File: config.mk
export PLATFORM = sky130hd
export DESIGN_NAME = poci_readout
export DESIGN_NICKNAME = d
export VERILOG_FILES = /design/src/rtl/poci_readout.sv
export SDC_FILE = /design/constraint.sdc
export NUM_CORES = 1
export LEC_CHECK = 0
export ABC_AREA = 1
export ABC_CLOCK_PERIOD_IN_PS = 4400
export BUFFER_PORTS_ARGS = -buffer_cell sky130_fd_sc_hd__buf_2
export CORE_UTILIZATION = 50
export DETAILED_ROUTE_END_ITERATION = 8
export GPL_TIMING_DRIVEN = 0
export HOLD_SLACK_MARGIN = 0.12
export PLACE_DENSITY = 0.77
export RECOVER_POWER = 100
export SYNTH_ARGS = -nofsm -noshare
export SYNTH_HDL_FRONTEND = slang
export SYNTH_SLANG_ARGS = --single-unit
export TNS_END_PERCENT = 5
File: constraint.sdc
create_clock -name sclk -period 4.4 [get_ports sclk]
set_input_delay 1.32 -clock sclk [delete_from_list [all_inputs] [get_ports sclk]]
set_output_delay 1.32 -clock sclk [all_outputs]
set_load 0.02 [all_outputs]
File: src/rtl/poci_readout.sv
// Serial readout of auxiliary registers and snapshotted channel data.
// Bytes are addressed through an auto-incrementing pointer and shifted out one bit per sclk.
module poci_readout #(
  parameter int NUM_CH    = 8,
  parameter int CH_WIDTH  = 50,
  parameter int NUM_AUX   = 3,
  parameter int AUTO_INC  = 1,
  parameter int MSB_FIRST = 0
) (
  input  logic                         sclk,
  input  logic                         rstn,
  input  logic [NUM_CH*CH_WIDTH-1:0]   ch_data,
  input  logic [NUM_AUX*8-1:0]         aux_data,
  input  logic                         capture,
  input  logic                         addr_load,
  input  logic [7:0]                   addr_in,
  input  logic                         read_en,
  output logic                         serial_out,
  output logic                         byte_done,
  output logic                         busy,
  output logic [7:0]                   addr_cur
);

  localparam int BPC        = (CH_WIDTH + 7) / 8;
  localparam int LAST_ADDR  = NUM_AUX + NUM_CH * BPC;
  localparam int SW         = NUM_CH * BPC * 8;
  localparam logic [7:0] LAST_ADDR8 = 8'(LAST_ADDR);

  typedef enum logic {IDLE = 1'b0, SHIFT = 1'b1} state_t;

  state_t          state, state_nxt;
  logic [SW-1:0]   shadow, shadow_cap;
  logic [7:0]      shreg, shreg_nxt;
  logic [2:0]      bit_cnt, cnt_nxt;
  logic            sout_nxt, done_nxt;
  logic [7:0]      addr_nxt, eff_addr, rd_byte, inc_addr;
  logic            load;
  logic            take_capture;

  function automatic logic pick_bit(input logic [7:0] b, input logic [2:0] idx);
    logic r;
    if (MSB_FIRST != 0) begin
      r = b[3'd7 - idx];
    end else begin
      r = b[idx];
    end
    return r;
  endfunction

  // Zero-pad each channel up to whole bytes for the shadow image
  always_comb begin
    logic [BPC*8-1:0] padded;
    shadow_cap = '0;
    for (int c = 0; c < NUM_CH; c++) begin
      padded = '0;
      padded[CH_WIDTH-1:0] = ch_data[c*CH_WIDTH +: CH_WIDTH];
      shadow_cap[c*BPC*8 +: BPC*8] = padded;
    end
  end

  // Effective address: a load in IDLE bypasses the pointer for this byte
  always_comb begin
    if (state == IDLE && addr_load) begin
      eff_addr = addr_in;
    end else begin
      eff_addr = addr_cur;
    end
    if (eff_addr >= LAST_ADDR8) begin
      inc_addr = 8'd1;
    end else begin
      inc_addr = eff_addr + 8'd1;
    end
  end

  // Address decode; constant-index matching keeps every unmapped address at zero
  always_comb begin
    rd_byte = 8'h00;
    for (int k = 0; k < NUM_AUX; k++) begin
      if (eff_addr == 8'(k + 1)) begin
        rd_byte = aux_data[k*8 +: 8];
      end else begin
        rd_byte = rd_byte;
      end
    end
    for (int k = 0; k < NUM_CH * BPC; k++) begin
      if (eff_addr == 8'(NUM_AUX + 1 + k)) begin
        rd_byte = shadow[k*8 +: 8];
      end else begin
        rd_byte = rd_byte;
      end
    end
  end

  // Next-state and next-output logic
  always_comb begin
    state_nxt = state;
    shreg_nxt = shreg;
    cnt_nxt   = bit_cnt;
    sout_nxt  = serial_out;
    done_nxt  = 1'b0;
    addr_nxt  = addr_cur;
    load      = 1'b0;
    case (state)
      IDLE: begin
        if (addr_load) begin
          addr_nxt = addr_in;
        end else begin
          addr_nxt = addr_cur;
        end
        if (read_en) begin
          load = 1'b1;
        end else begin
          sout_nxt = 1'b0;
        end
      end
      SHIFT: begin
        if (bit_cnt == 3'd7) begin
          if (read_en) begin
            load = 1'b1;
          end else begin
            state_nxt = IDLE;
            sout_nxt  = 1'b0;
          end
        end else begin
          cnt_nxt  = bit_cnt + 3'd1;
          sout_nxt = pick_bit(shreg, bit_cnt + 3'd1);
          done_nxt = (bit_cnt == 3'd6);
        end
      end
      default: begin
        state_nxt = IDLE;
        sout_nxt  = 1'b0;
      end
    endcase
    if (load) begin
      shreg_nxt = rd_byte;
      cnt_nxt   = 3'd0;
      sout_nxt  = pick_bit(rd_byte, 3'd0);
      state_nxt = SHIFT;
      if (AUTO_INC != 0) begin
        addr_nxt = inc_addr;
      end else begin
        addr_nxt = eff_addr;
      end
    end else begin
      shreg_nxt = shreg_nxt;
    end
  end

  assign take_capture = capture && (state == IDLE);

  // State, shifter, pointer and registered outputs
  always_ff @(posedge sclk or negedge rstn) begin
    if (!rstn) begin
      state      <= IDLE;
      shreg      <= 8'h00;
      bit_cnt    <= 3'd0;
      serial_out <= 1'b0;
      byte_done  <= 1'b0;
      busy       <= 1'b0;
      addr_cur   <= 8'h00;
    end else begin
      state      <= state_nxt;
      shreg      <= shreg_nxt;
      bit_cnt    <= cnt_nxt;
      serial_out <= sout_nxt;
      byte_done  <= done_nxt;
      busy       <= (state_nxt == SHIFT);
      addr_cur   <= addr_nxt;
    end
  end

  // Snapshot register; the decode above reads the pre-capture image on a shared edge
  always_ff @(posedge sclk or negedge rstn) begin
    if (!rstn) begin
      shadow <= '0;
    end else if (take_capture) begin
      shadow <= shadow_cap;
    end else begin
      shadow <= shadow;
    end
  end

endmodule

==> results_dict.tcl, run 1 <==
set metrics [dict create \
    run_status "complete, but fails checks" \
    violations "max-capacitance violations, max-slew violations, negative setup slack" \
    core_area_um2 42300 \
    p_total_mw 18.4 \
    worstPathArrival_ps 6760 \
    clock_skew_ps 24.4 \
    fin_crit_ps 6300 \
    hold_buffers 0 \
    drive_above_1_share 0.305 \
    die_w_um 210 \
    antenna_found_initial 29 \
    placed_cells 3596 \
    fillers 3543 \
    hold_viol 0 \
    crit_path_max_incr_delay_ps 250 \
    fin_cells 3716 \
    cts.sinks 422 \
    io_pins 448 \
    synthCells 2570 \
    first_pass_iters 5 \
    tns_ps -16060 \
    crit_path_top_delay_cell "a21oi_1" \
    synth-edff-count 0 \
    synth_nets 3014 \
    p_per_area_nw_per_um2 688 \
    seq_power_share 0.363 \
    syn_area_per_cell_um2 8.44 \
    p_leak_nw 13.8 \
    crit_cells 60 \
    p_sw_frac 0.388 \
    wl_per_cell_um 18.4 \
    rows 75 \
    drtIter0Drc 1537 \
    synth.cell_area_um2 21700 \
    dieArea_um2 44200 \
    setup_viol 9 \
    cp.required_ps 4870 \
    htreeDepth 2 \
    layout_commonest_cell "nand2_1" \
    ys_warn_count 0 \
    p_clk_frac 0.220 \
    post-route-util 0.631 \
    dp_hpwl_mm 52.2 \
    track_usage 0.310 \
    grt_first_pass_wirelength_mm 105 \
    synthArstFlopShare 1.00 \
    grt_start_max_net_pins 122 \
    path_buf_inv 5 \
    relSlewSlack -0.675 \
    drc 0 \
    synth.distinct_cells 40 \
    post-place-ws_ps -2860 \
    finalCritPeriodShare 1.43 \
    globalplace.congestion 0.985 \
    critPathKind "input port to flip-flop" \
    area_growth_pct 23.1 \
    grt_pass1_vias 19500 \
    viasPerCell 5.19 \
    cts.path.max_buffers 3 \
    p_int_mw 11.2 \
    grt.overflow.total 0 \
    die_y_um 210 \
    clk_pin_slew_ps 60 \
    seq_area_frac_synth 0.487 \
    clock_latency_ps 590 \
    hold_depth 2 \
    rsz0062_at_grt "true" \
    cts_buffers 46 \
    maxSlewViolCount 100 \
    pwr-share-comb 0.417 \
    crit_fanout 10 \
    cp_common_cell "nand2_1" \
    hold_path_class "flip-flop to flip-flop" \
    cp_top_family "simple AND/OR/NAND/NOR gates" \
    ant_nets 0 \
    p_sw_mw 7.14 \
    ir_worst_vdd_v 0.000380 \
    reg2regPathDepth 60 \
    synth_ff_type "dfrtp_1" \
    cp-start-kind "input port" \
    max_freq_mhz 159 \
    ys_ff_latch 422 \
    worstMarginPinSlew_ps 2510 \
    fin_nets 3527 \
    start_util 0.513 \
    end_kind "flip-flop" \
    cts_tree "done" \
    layout_common_cells "636 x nand2_1, 456 x buf_2, 422 x dfrtp_1" \
    drt-total-wl_mm 68.4 \
    dr_total_vias 19300 \
    cts_root_buf "clkbuf_16" \
    cap_violations 1 \
    setup_ws_ps -1900 \
    portBuffers 446 \
]
[power by group through the flow]
stage / Clock (mW) / Sequential (mW) / Combinational [mW]
after detailed placement: 0 / 6.68 / 7.27
final: 4.04 / 6.67 / 7.67
after floorplan: 0 / 6.40 / 5.03
after global placement: 0 / 6.60 / 7.05
after CTS: 4.10 / 6.63 / 7.52
after global routing: 4.26 / 6.84 / 8.49
[worst register-to-register path: cells and delay by family, from the launching register on]
kind,cells,cell delay (ps)
AND/OR/NAND/NOR,45,3180
AO/OA/AOI/OAI,9,1550
buffers and inverters,5,740
flip-flops,1,410
adder cells (fa/ha/maj),1,130
[layer usage]
metal  routed length, um  vias up  part of all wire  track usage
li1                    -     9078                 -            -
met1               27800     9212              0.41        0.395
met2               32200      773              0.47        0.502
met3                4820      202             0.071       0.0527
met4                3520       12             0.052        0.173
met5                  75        -            0.0011            0
[layout make-up]
cell class / count / area, um^2 / area share
Antenna cell: 23 / 57.6 / 0.00216
Buffer: 95 / 448 / 0.0168
Clock buffer: 63 / 1310 / 0.0489
Clock inverter: 18 / 264 / 0.00989
Inverter: 404 / 1530 / 0.0572
Multi-Input combinational cell: 1649 / 9400 / 0.352
Sequential cell: 422 / 10600 / 0.396
Tap cell: 577 / 722 / 0.0270
Timing Repair Buffer: 465 / 2410 / 0.0904
[stage by stage]
stage	hold WS (ps)	cell area (um^2)
finish	486	26700
global route	504	26700
CTS	485	26600
detailed placement	467	24800
global placement	463	24700
floorplan	444	21800
[kinds of logic after synthesis]
kind of cell	Yosys count	share of synthesized area
compound gates	324	0.0772
xor+xnor	1	0.000404
fa+ha+maj	7	0.00404
buf+inv	499	0.0893
flops	422	0.487
mux	291	0.151
simple gates	1026	0.191
[cell usage after synthesis, types with 3 or more instances]
cell | count | area (um^2)
nor3_1 | 3 | 15.0
a31oi_1 | 3 | 18.8
o211ai_1 | 4 | 30.0
nand2_2 | 9 | 56.3
nand4_1 | 9 | 56.3
o21bai_1 | 3 | 22.5
buf_1 | 10 | 37.5
o21ai_0 | 164 | 821
ha_1 | 7 | 87.6
dfrtp_1 | 422 | 10600
inv_2 | 11 | 41.3
nand2_4 | 5 | 56.3
buf_6 | 4 | 45.0
o21ai_1 | 15 | 75.1
mux2_2 | 289 | 3250
buf_2 | 12 | 60.1
or2_2 | 23 | 144
nor2_2 | 3 | 18.8
a21oi_1 | 126 | 631
inv_1 | 392 | 1470
nand3_1 | 57 | 285
nand2_1 | 659 | 2470
nor2_1 | 248 | 931
buf_4 | 5 | 37.5
clkbuf_1 | 64 | 240
[state kept, by name, indices dropped and copies added, names as in the netlist]
| name | flops |
|---|---|
| shadow | 400 |
| addr_cur | 8 |
| shreg | 8 |
| bit_cnt | 3 |
| byte_done | 1 |
| serial_out | 1 |
| state | 1 |
[final timing paths]
path                            from     endpoint  slack, ps
min                         shreg[6]     shreg[6]        490
min in group asynchronous       rstn   shadow[89]       1470
max reg2reg                    state     shreg[7]      -1710
min reg2reg                 shreg[6]     shreg[6]        490
max                        addr_load     shreg[7]      -1900
max in group asynchronous       rstn  shadow[250]        120
[repair_timing]
item / 4_1_cts / 5_1_grt
resized for setup: 38 / 11
setup endpoints to repair: 9 / 9
setup buffers: 12 / 4
pin swaps: 25 / 19
Power figures use the tool's default switching activity.
==> run 2, diff against run 1 <==
--- a/config.mk
+++ b/config.mk
@@ -7,7 +7,7 @@
 export LEC_CHECK = 0
 export ABC_AREA = 1
 export ABC_CLOCK_PERIOD_IN_PS = 4400
-export BUFFER_PORTS_ARGS = -buffer_cell sky130_fd_sc_hd__buf_2
+export BUFFER_PORTS_ARGS = -buffer_cell sky130_fd_sc_hd__clkbuf_2
 export CORE_UTILIZATION = 50
 export DETAILED_ROUTE_END_ITERATION = 8
 export GPL_TIMING_DRIVEN = 0
==> run 2 against run 1 <==
The run still ends with max-capacitance violations, max-slew violations, negative setup slack left. Routed wire length decreased by 0.61%. Core utilization up 0.14 points. Global-route usage fell by 0.44 points. Register-to-register slack worse by 50 ps. Maximum frequency barely moved. Die area unchanged. First-iteration DRC count down 0.72%. Highest routed layer unchanged.
==> results_dict.tcl, run 2 (synthesis gave the netlist of run 1 again) <==
set metrics [dict create \
    run_status "complete, but fails checks" \
    violations "max-capacitance violations, max-slew violations, negative setup slack" \
    fin_crit_ps 6300 \
    setup_ws_ps -1900 \
    grt_first_pass_wirelength_mm 104 \
    worst_hold_slack_ps 475 \
    worstMarginPinSlew_ps 2240 \
    fillers 3520 \
    hold_path_class "flip-flop to flip-flop" \
    cts_root_buf "clkbuf_16" \
    die_w_um 210 \
    multi_input_area_um2 9400 \
    critPathKind "input port to flip-flop" \
    crit_fanout 6 \
    cts.sinks 422 \
    io_pins 448 \
    ir_worst_vdd_v 0.000384 \
    cts_buffers 47 \
    largest_reg_flops 400 \
    p_per_area_nw_per_um2 689 \
    hold_end "shreg[1]" \
    htreeDepth 2 \
    maxSlewViolCount 158 \
    p_total_mw 18.4 \
    fin_cells 3713 \
    rsz0062_at_grt "true" \
    drive_above_1_share 0.308 \
    cp_top_family "simple AND/OR/NAND/NOR gates" \
    first_pass_iters 6 \
    cp_common_cell "nand2_1" \
    relSlewSlack -0.492 \
    grt_pass1_vias 19600 \
    fin_nets 3536 \
    drc 0 \
    reg_top3 "shadow: 400 flops, addr_cur: 8 flops, shreg: 8 flops" \
    startpoint "addr_load" \
    core_area_um2 42300 \
    p_leak_nw 13.9 \
    area_growth_pct 23.3 \
    dp_hpwl_mm 52.0 \
    layout_commonest_cell "nand2_1" \
    clk_pin_slew_ps 60 \
    rr_endpoint "shreg[4]" \
    reg2regPathDepth 68 \
    regMostFlops "shadow" \
    cp.required_ps 4870 \
    antenna_found_initial 14 \
    placed_cells 3597 \
    wl_per_cell_um 18.3 \
    viasPerCell 5.22 \
    cts.path.max_buffers 3 \
    drtIter0Drc 1526 \
    max_freq_mhz 159 \
    crit_path_max_incr_delay_ps 180 \
    dr_total_vias 19400 \
    hp-start "shreg[1]" \
    layout_common_cells "634 x nand2_1, 444 x clkbuf_2, 422 x dfrtp_1" \
    start_util 0.513 \
    register_area_um2 10600 \
    cap_violations 2 \
    ant_nets 0 \
    drt-total-wl_mm 68.0 \
    grt_start_max_net_pins 117 \
    crit_path_top_delay_cell "nor2_8" \
    portBuffers 446 \
    clock_skew_ps 23.0 \
    setup_viol 9 \
    end_kind "flip-flop" \
    dieArea_um2 44200 \
    cp-start-kind "input port" \
    clock_latency_ps 580 \
    r2r-start "state" \
    globalplace.congestion 0.977 \
    hold_depth 2 \
    track_usage 0.305 \
    worstPathArrival_ps 6770 \
    path_buf_inv 4 \
    rows 75 \
    cts_tree "done" \
    hold_viol 0 \
    finalCritPeriodShare 1.43 \
    rrSetupSlack_ps -1760 \
    die_y_um 210 \
    grt.overflow.total 0 \
]
[run 2: cell types whose count changed in the layout (fill, tap and decap cells not counted), sizes merged]
| cell | change |
|---|---|
| buf | -439 |
| bufinv | -1 |
| clkbuf | +448 |
| clkinv | -1 |
| diode | -11 |
| inv | +1 |
[run 2: worst max path at each step]
stage | end | cells after the start
floorplan | shreg[5] | 72
global placement | shadow[259] | 1
detailed placement | shreg[7] | 59
CTS | shreg[4] | 65
global route | serial_out | 70
finish | shreg[4] | 68
[run 2: final cells by class]
| cell class | count | share of cell area |
|---|---|---|
| diodes | 12 | 0.00112 |
| plain buffers | 95 | 0.0169 |
| clock buffers | 64 | 0.0505 |
| clock inverters | 17 | 0.00846 |
| inverters | 404 | 0.0571 |
| multi-input cells | 1649 | 0.351 |
| flip-flops and latches | 422 | 0.395 |
| well taps | 577 | 0.0270 |
| repair buffers | 473 | 0.0931 |
[run 2: where the power goes]
group          internal, mW  switching, mW  total, mW
Combinational          3.09           4.61       7.70
Sequential             5.75          0.917       6.67
Clock                  2.43           1.64       4.07
Total                  11.3           7.17       18.4
[run 2: tightest hold or removal path: cells and delay by family, from the launching register on]
family / cells / cell delay (ps)
flip-flops: 1 / 340
AND/OR/NAND/NOR: 2 / 100
[run 2: what timing repair did]
action,in CTS,in global routing
buffers inserted,19,4
pin swaps,35,21
endpoints found under the hold margin,0,0
setup endpoints to repair,9,9
resized for setup,39,14
hold buffers,0,0
[run 2: metrics by stage]
stage / area [um^2] / setup slack (ps) / TNS [ps] / util
after floorplan: 21800 / -930 / -8070 / -
after global routing: 26800 / -2360 / -130160 / 0.632
after CTS: 26700 / -1790 / -14880 / 0.631
after global placement: 24700 / -7250 / -3056160 / 0.584
after detailed placement: 24900 / -2790 / -22530 / 0.587
final: 26800 / -1900 / -15870 / 0.632
[run 2: layer usage]
metal	vias up	global-route usage	wire (um)
li1	9075	-	-
met1	9244	0.392	27800
met2	831	0.493	31400
met3	217	0.0577	5000
met4	6	0.162	3640
met5	-	0	37
